### config.mk
export PLATFORM = sky130hd
export DESIGN_NAME = if_stage
export DESIGN_NICKNAME = d
export VERILOG_FILES = /design/src/rtl/core_pkg.sv /design/src/rtl/fetch_fifo.sv /design/src/rtl/if_stage.sv
export SDC_FILE = /design/constraint.sdc
export NUM_CORES = 1
export LEC_CHECK = 0
export CORE_ASPECT_RATIO = 0.75
export CORE_UTILIZATION = 45
export DETAILED_ROUTE_END_ITERATION = 10
export GPL_ROUTABILITY_DRIVEN = 0
export GPL_TIMING_DRIVEN = 0
export PLACE_DENSITY = 0.8
export REMOVE_ABC_BUFFERS = 1
export SETUP_SLACK_MARGIN = 0.4
export SLEW_MARGIN = 10
export SYNTH_ARGS = -nofsm -noshare
export SYNTH_HDL_FRONTEND = slang
export SYNTH_SLANG_ARGS = --single-unit
export TNS_END_PERCENT = 10
### constraint.sdc
create_clock -name clk -period 1.7 [get_ports clk]
set_input_delay 0.34 -clock clk [delete_from_list [all_inputs] [get_ports clk]]
set_output_delay 0.34 -clock clk [all_outputs]
set_load 0.05 [all_outputs]
### src/rtl/core_pkg.sv
// Shared types and constants for the fetch front end of the core.
package core_pkg;

    typedef enum logic [1:0] {
        IDLE    = 2'd0,
        REQ     = 2'd1,
        WAIT    = 2'd2,
        DISCARD = 2'd3
    } fetch_state_t;

    typedef struct packed {
        logic [31:0] instr;
        logic [31:0] pc;
    } fetch_entry_t;

    localparam logic [31:0] INSTR_BYTES = 32'd4;

endpackage

### src/rtl/fetch_fifo.sv
// Small instruction buffer between the memory bus and ID: push/pop/flush with a
// combinational head view. Flush overrides any same-cycle push or pop.
module fetch_fifo
    import core_pkg::*;
#(
    parameter int DEPTH = 2,
    parameter int CNT_W = $clog2(DEPTH + 1)
) (
    input  logic             clk,
    input  logic             resetn_i,
    input  logic             push,
    input  logic             pop,
    input  logic             flush,
    input  fetch_entry_t     push_entry,
    output fetch_entry_t     head,
    output logic [CNT_W-1:0] count,
    output logic             empty
);

    localparam int PTR_W = (DEPTH > 1) ? $clog2(DEPTH) : 1;

    fetch_entry_t     mem_reg [DEPTH];
    logic [PTR_W-1:0] wr_ptr_reg;
    logic [PTR_W-1:0] rd_ptr_reg;
    logic [CNT_W-1:0] count_reg;
    logic             do_push;
    logic             do_pop;

    function automatic logic [PTR_W-1:0] ptr_inc(input logic [PTR_W-1:0] p);
        return (p == PTR_W'(DEPTH - 1)) ? '0 : p + 1'b1;
    endfunction

    assign empty   = (count_reg == '0);
    assign do_push = push && !flush;
    assign do_pop  = pop && !empty && !flush;
    assign head    = mem_reg[rd_ptr_reg];
    assign count   = count_reg;

    always_ff @(posedge clk or negedge resetn_i) begin
        if (!resetn_i) begin
            for (int i = 0; i < DEPTH; i++) begin
                mem_reg[i] <= '0;
            end
        end else if (do_push) begin
            mem_reg[wr_ptr_reg] <= push_entry;
        end
    end

    always_ff @(posedge clk or negedge resetn_i) begin
        if (!resetn_i) begin
            wr_ptr_reg <= '0;
            rd_ptr_reg <= '0;
            count_reg  <= '0;
        end else if (flush) begin
            wr_ptr_reg <= '0;
            rd_ptr_reg <= '0;
            count_reg  <= '0;
        end else begin
            if (do_push) begin
                wr_ptr_reg <= ptr_inc(wr_ptr_reg);
            end
            if (do_pop) begin
                rd_ptr_reg <= ptr_inc(rd_ptr_reg);
            end
            if (do_push && !do_pop) begin
                count_reg <= count_reg + 1'b1;
            end else if (do_pop && !do_push) begin
                count_reg <= count_reg - 1'b1;
            end
        end
    end

endmodule

### src/rtl/if_stage.sv
// Instruction fetch stage: single-outstanding req/gnt/rvalid fetcher feeding a
// small FIFO toward ID, with redirect-driven flush and response discard.
module if_stage
    import core_pkg::*;
#(
    parameter logic [31:0] RESET_PC   = 32'h0000_0000,
    parameter int          FIFO_DEPTH = 2
) (
    input  logic        clk,
    input  logic        resetn_i,
    output logic        imem_req_o,
    output logic [31:0] imem_addr_o,
    input  logic        imem_gnt_i,
    input  logic        imem_rvalid_i,
    input  logic [31:0] imem_rdata_i,
    output logic        valid_o,
    output logic [31:0] instr_o,
    output logic [31:0] pc_o,
    input  logic        notify_i,
    input  logic        redirect_i,
    input  logic [31:0] redirect_pc_i
);

    localparam int CNT_W = $clog2(FIFO_DEPTH + 1);

    fetch_state_t     state_reg;
    logic [31:0]      pc_reg;
    logic             redirect_pending_reg;
    logic [31:0]      redirect_target;
    logic             fifo_push;
    logic             fifo_empty;
    logic [CNT_W-1:0] fifo_count;
    fetch_entry_t     fifo_head;
    fetch_entry_t     push_entry;

    assign redirect_target = redirect_pc_i & ~32'h3;
    // The held request address is the PC of the word coming back.
    assign fifo_push       = (state_reg == WAIT) && imem_rvalid_i && !redirect_i;
    assign push_entry      = '{instr: imem_rdata_i, pc: imem_addr_o};

    fetch_fifo #(
        .DEPTH (FIFO_DEPTH),
        .CNT_W (CNT_W)
    ) u_fetch_fifo (
        .clk        (clk),
        .resetn_i   (resetn_i),
        .push       (fifo_push),
        .pop        (notify_i),
        .flush      (redirect_i),
        .push_entry (push_entry),
        .head       (fifo_head),
        .count      (fifo_count),
        .empty      (fifo_empty)
    );

    assign valid_o = !fifo_empty;
    assign instr_o = fifo_head.instr;
    assign pc_o    = fifo_head.pc;

    always_ff @(posedge clk or negedge resetn_i) begin
        if (!resetn_i) begin
            state_reg            <= IDLE;
            pc_reg               <= RESET_PC;
            imem_req_o           <= 1'b0;
            imem_addr_o          <= RESET_PC;
            redirect_pending_reg <= 1'b0;
        end else begin
            if (redirect_i) begin
                pc_reg <= redirect_target;
            end
            unique case (state_reg)
                IDLE: begin
                    if (fifo_count < CNT_W'(FIFO_DEPTH) && !redirect_i) begin
                        state_reg   <= REQ;
                        imem_req_o  <= 1'b1;
                        imem_addr_o <= pc_reg;
                    end
                end
                REQ: begin
                    if (imem_gnt_i) begin
                        imem_req_o           <= 1'b0;
                        redirect_pending_reg <= 1'b0;
                        // A pending redirect already loaded pc_reg with the target.
                        if (!redirect_i && !redirect_pending_reg) begin
                            pc_reg <= pc_reg + INSTR_BYTES;
                        end
                        state_reg <= (redirect_i || redirect_pending_reg) ? DISCARD : WAIT;
                    end else if (redirect_i) begin
                        redirect_pending_reg <= 1'b1;
                    end
                end
                WAIT: begin
                    if (imem_rvalid_i) begin
                        state_reg <= IDLE;
                    end else if (redirect_i) begin
                        state_reg <= DISCARD;
                    end
                end
                DISCARD: begin
                    if (imem_rvalid_i) begin
                        state_reg <= IDLE;
                    end
                end
                default: state_reg <= IDLE;
            endcase
        end
    end

endmodule
==> flow_summary.ini <==
[hold_path]
hold_path.class = primary input to asynchronous set/reset pin

[synthesis]
synthMuxAreaShare_pct = 28.2
synth-seq-area-share_pct = 55.7
yosys.area_share.simple_pct = 7.67
synth_area_leaders = dfrtp_1 56%, mux2_2 27%, a311oi_1 1.5%
synth_top_family_by_area = multiplexers
synth_cell_types = 52
ys_ff_latch = 200
synth_compound_area_share_pct = 5.24
syn_area_um2 = 8980
yosysTopAreaCell = dfrtp_1
syn_avg_cell_area_um2 = 13.9
synthFlopType = dfrtp_1
syn_inst = 646
yosysWarnings = 0
synth_edf_count = 0
synth-xor-area-share_pct = 0.390
ys_async_sr_fraction_pct = 100
synth_top_area_share_pct = 55.7
synth-adder-area-share_pct = 0.139

[placed_design]
io_buffers = 165
pre_cts_ws_ps = -891
dp.final_hpwl_um = 13200
dp.cells = 1042
postPlaceCellArea_um2 = 11000

[route]
ant_nets = 0
routedWlPerCell_um = 19.0
via_count = 5902
drt-total-wl_um = 20800
drt_iter0_drc = 304
vias_per_cell = 5.41
drtPass1Iterations = 5
drc = 0

[cts]
cts_tree = built
clkSinkCount = 200
numCtsBuffers = 17
clkTransAtPathRegs_ps = 80
h-tree-depth = 4
clk_latency_ps = 430
clockRootBuffer = clkbuf_16
clockBufferDepth = 2

[global_route]
track_usage_pct = 20.8
overflow = 0
antenna_found_initial = 1
grt_max_degree = 111
grt_pass1_wl_um = 33000
grt_pass1_vias = 6084

[sta]
fin_crit_sh_pct = 122
rsz0062_at_grt = yes
worst_hold_slack_ps = -87.8
period_needed_ps = 2080
worst_slack_ps = -378
clock.fmax_mhz = 481
tightest_slew_ps = 758
skew_ps = 11.3
finalSetupViolations = 166
slew_violations = 0
fin_setup_tns_ps = -30890
hold_viol = 90
slew_headroom_pct = 49.1

[worst_setup_path]
crit_type = register to output port
crit_required_ps = 1360
worstPathArrival_ps = 1740
endpoint_kind = output port
cp-start-kind = register
crit_fanout = 9

[cells_and_area]
area_growth_pct = 35.3
finish.instance_area_um2 = 12200
largest_reg_flops = 128
drive_above_1_share_pct = 50.7
instances_no_fill = 1091
final_core_utilization_pct = 62.5
nets = 895
num-fill-cells = 1460

[pwr]
p_leak_nw = 5.42
peakVddDrop_uv = 1560
power_density_nw_per_um2 = 1900
fin_total_pwr_mw = 23.0

[die]
die-area_um2 = 20500
die_width_um = 165
initial_core_util_pct = 46.2
core-area_um2 = 19400
die_y_um = 124
io_pins = 168
std_cell_rows = 44

[job]
max-cap-violations = 0

[status]
outcome = finished with violations
violations = hold timing, setup timing
## kinds of logic (layout without fill, tap and decap cells)
group,count (synthesis),in the layout
AO/OA/AOI/OAI,62,62
flip-flops,200,200
other,0,1
XOR/XNOR,4,4
multiplexers,225,225
adder cells (fa/ha/maj),1,1
AND/OR/NAND/NOR,109,109
buffers and inverters,45,236
## what timing repair did
item	4_1_cts	5_1_grt
setup buffers	6	6
gates resized for setup	679	83
pin swaps	4	11
cloned	3	1
hold endpoints to repair	90	56
setup endpoints to repair	289	290
## Yosys cell counts, types with 3 or more instances
cell	number
clkbuf_1	12
nand3_1	3
nand2_1	19
o22ai_1	3
a221oi_1	8
nor3_4	3
o21ai_0	5
buf_6	7
nand4_1	5
and4_1	3
inv_1	13
mux2_2	219
and2_1	5
nor3_1	10
dfrtp_1	200
nor2_1	27
nor2b_1	6
a21oi_1	12
mux2_1	5
buf_2	11
a211oi_1	7
and3_1	10
a311oi_1	15
xor2_1	3
## layout make-up
cell class | instances | area [µm²] | share of cell area [%]
Sequential cell | 200 | 5020 | 41.3
Multi-Input combinational cell | 401 | 3930 | 32.4
Timing Repair Buffer | 191 | 2220 | 18.3
Clock buffer | 19 | 443 | 3.65
Tap cell | 253 | 317 | 2.61
Clock inverter | 13 | 168 | 1.38
Inverter | 13 | 48.8 | 0.402
Antenna cell | 1 | 2.50 | 0.0206
## final timing paths
kind,startpoint,endpoint,slack (ps),cells after the start
worst max-delay path,u_fetch_fifo.rd_ptr_reg,instr_o[18],-380,4
min in group clk,redirect_i,pc_reg[8],240,2
max in group asynchronous,resetn_i,u_fetch_fifo.mem_reg[21],790,2
worst min-delay path,resetn_i,u_fetch_fifo.mem_reg[127],-90,1
worst max register to register,state_reg[0],imem_addr_o[14],-230,3
worst min register to register,pc_reg[1],pc_reg[1],490,1
## power by group
part | switching [mW] | leakage, nW | total, mW | internal [mW]
Combinational | 6.21 | 2.64 | 11.0 | 4.80
Sequential | 1.31 | 2.48 | 7.82 | 6.50
Clock | 1.84 | 0.294 | 4.22 | 2.38
Total | 9.36 | 5.42 | 23.0 | 13.7
## metal layers
| layer | vias up | part of all wire [%] | GRT usage [%] |
|---|---|---|---|
| li1 | 2731 | - | - |
| met3 | 22 | 6.7 | 5.76 |
| met1 | 2984 | 46 | 28.8 |
| met4 | 0 | 1.4 | 6.58 |
| met5 | - | 0 | 0 |
| met2 | 165 | 46 | 31.5 |
## placed cells by master, fill, tap and decap left out, drive strengths merged, types with 3 or more instances in the layout
cell type	instances
mux2	224
dfrtp	200
buf	124
clkdlybuf4s50	65
nor2	27
nand2	21
clkbuf	20
inv	16
a311oi	15
nor3	15
a21oi	12
and3	10
a221oi	9
a211oi	7
nand4	7
nor2b	6
o21ai	5
and2	5
clkinv	5
nor4	4
and4	4
nand3	4
o22ai	3
xor2	3
bufinv	3
## worst max-delay path, cell delays in order, from the launching register on
cell and delay, ps:
dfrtp_4 510, buf_12 180, buf_16 160, mux2_4 310
buf_8 150
Note: power is estimated with default switching activity, not from simulation.
==> patch: new RTL, config.mk and constraints unchanged <==
Change the parameter `FIFO_DEPTH` from 2 to 1.
--- a/src/rtl/if_stage.sv
+++ b/src/rtl/if_stage.sv
@@ -5,5 +5,5 @@
 #(
     parameter logic [31:0] RESET_PC   = 32'h0000_0000,
-    parameter int          FIFO_DEPTH = 2
+    parameter int          FIFO_DEPTH = 1
 ) (
     input  logic        clk,
Check against the original RTL: not equivalent (a bounded check fails within 10 cycles, from zero or initial values and one cycle with resetn_i low).
==> patch against the unedited design <==
The flow still finishes with violations (negative hold slack, negative setup slack). Largest cell class unchanged. Power is 18% lower. Sequential cell count shrank 67. Design area decreased by 20%. Highest routed layer unchanged. Via count shrank 14%. Wire length fell by 8.6%. Worst setup slack better by 0.13 ns. Area after synthesis decreased by 37%. Sequential power down 30%.
==> patch: results (changes against the unedited design) <==
[metrics] result of the run: finished, violations left (unchanged)
[metrics] failing checks: negative hold slack, negative setup slack (unchanged)
[metrics] delay-heaviest family, CP: simple AND/OR/NAND/NOR gates (was flip-flops)
[metrics] routed wire length: 19000 um (was 20800 um)
[metrics] Comb. pwr: 9.60 mW (was 11.0 mW)
[metrics] Post-Synth XOR/XNOR Area: 1.70% (was 0.390%)
[metrics] met2 GRT Util: 41.1% (was 31.5%)
[metrics] fraction of layout cells with a size suffix above 1: 54.5% (was 50.7%)
[metrics] via count of the first global-routing pass: 4935 (was 6084)
[metrics] maximum fanout along the worst path: 6 (was 9)
[metrics] max_slew headroom: 45.3% (was 49.1%)
[metrics] Post-Route M1 WL: 7660 um (was 9600 um)
[metrics] Non-clk invs: 5 (was 13)
[metrics] number of distinct standard cells referenced by the synthesized netlist: 49 (was 52)
[metrics] met3 WL: 1380 um (was 1400 um)
[metrics] clock power share: 20.5% (was 18.3%)
[metrics] crit path setup slack, layout: -0.245 ns (was -0.378 ns)
[metrics] Multi-input comb cells: 281 (was 401)
[metrics] total of cells resized after clock tree synthesis: 765 (was 679)
[metrics] top cells by area in the synthesized netlist: sky130_fd_sc_hd__dfrtp_1 (59%), sky130_fd_sc_hd__mux2_2 (19%), sky130_fd_sc_hd__or4_1 (2.1%) (was sky130_fd_sc_hd__dfrtp_1 (56%), sky130_fd_sc_hd__mux2_2 (27%), sky130_fd_sc_hd__a311oi_1 (1.5%))
[metrics] register cell area after layout: 3340 um2 (was 5020 um2)
[metrics] leakage power total: 4.28 nW (was 5.42 nW)
[metrics] count of nets after finishing: 768 (was 895)
[metrics] final number of setup-violating endpoints: 77 (was 166)
[metrics] antenna violations before repair: 0 (was 1)
[metrics] clock network area share: 6.41% (was 5.03%)
[metrics] Final Instance Count excl. Fillers: 876 (was 1091)
[metrics] fillcell total: 657 (was 1460)
[metrics] final-report hold violation count: 71 (was 90)
[metrics] total length of routed met2 wires: 9380 um (was 9470 um)
[metrics] number of DRC markers after the initial detailed-route iteration: 421 (was 304)
[metrics] Critical Path AT: 2.27 ns (was 1.74 ns)
[metrics] ant diodes: 0 (was 1)
[metrics] area of the multi-input gates: 2800 um2 (was 3930 um2)
[metrics] total negative setup slack: -5.17 ns (was -30.89 ns)
[metrics] Core Rows: 35 (was 44)
[metrics] slowest stage delay, CP: 0.53 ns (was 0.51 ns)
[metrics] Hold Worst Slack: -0.0451 ns (was -0.0878 ns)
[metrics] clkbuf count: 18 (was 19)
[metrics] worst slack at placement: -0.978 ns (was -0.891 ns)
==> patch: stage by stage <==
step                utilization (%)  power (mW)
floorplan                         -        10.3
global placement               60.5        13.0
detailed placement             61.5        13.2
CTS                            73.3        18.3
global route                   79.1        19.6
finish                         79.1        19.0
==> patch: worst paths after layout <==
path                                  startpoint                                   end  slack [ns]  cells after the start
max reg2reg                 pc_reg[22]$_DFF_PN0_                  pc_reg[25]$_DFF_PN0_       -0.25                      4
min                                     resetn_i  u_fetch_fifo.mem_reg[22]$_DFFE_PN0P_       -0.05                      1
min in group clk                      imem_gnt_i      redirect_pending_reg$_DFFE_PN0P_        0.40                      2
max in group asynchronous               resetn_i                  pc_reg[26]$_DFF_PN0_        0.98                      2
min reg2reg                pc_reg[0]$_DFFE_PN0P_            imem_addr_o[0]$_DFFE_PN0P_        0.52                      1
max                         pc_reg[22]$_DFF_PN0_                  pc_reg[25]$_DFF_PN0_       -0.25                      4
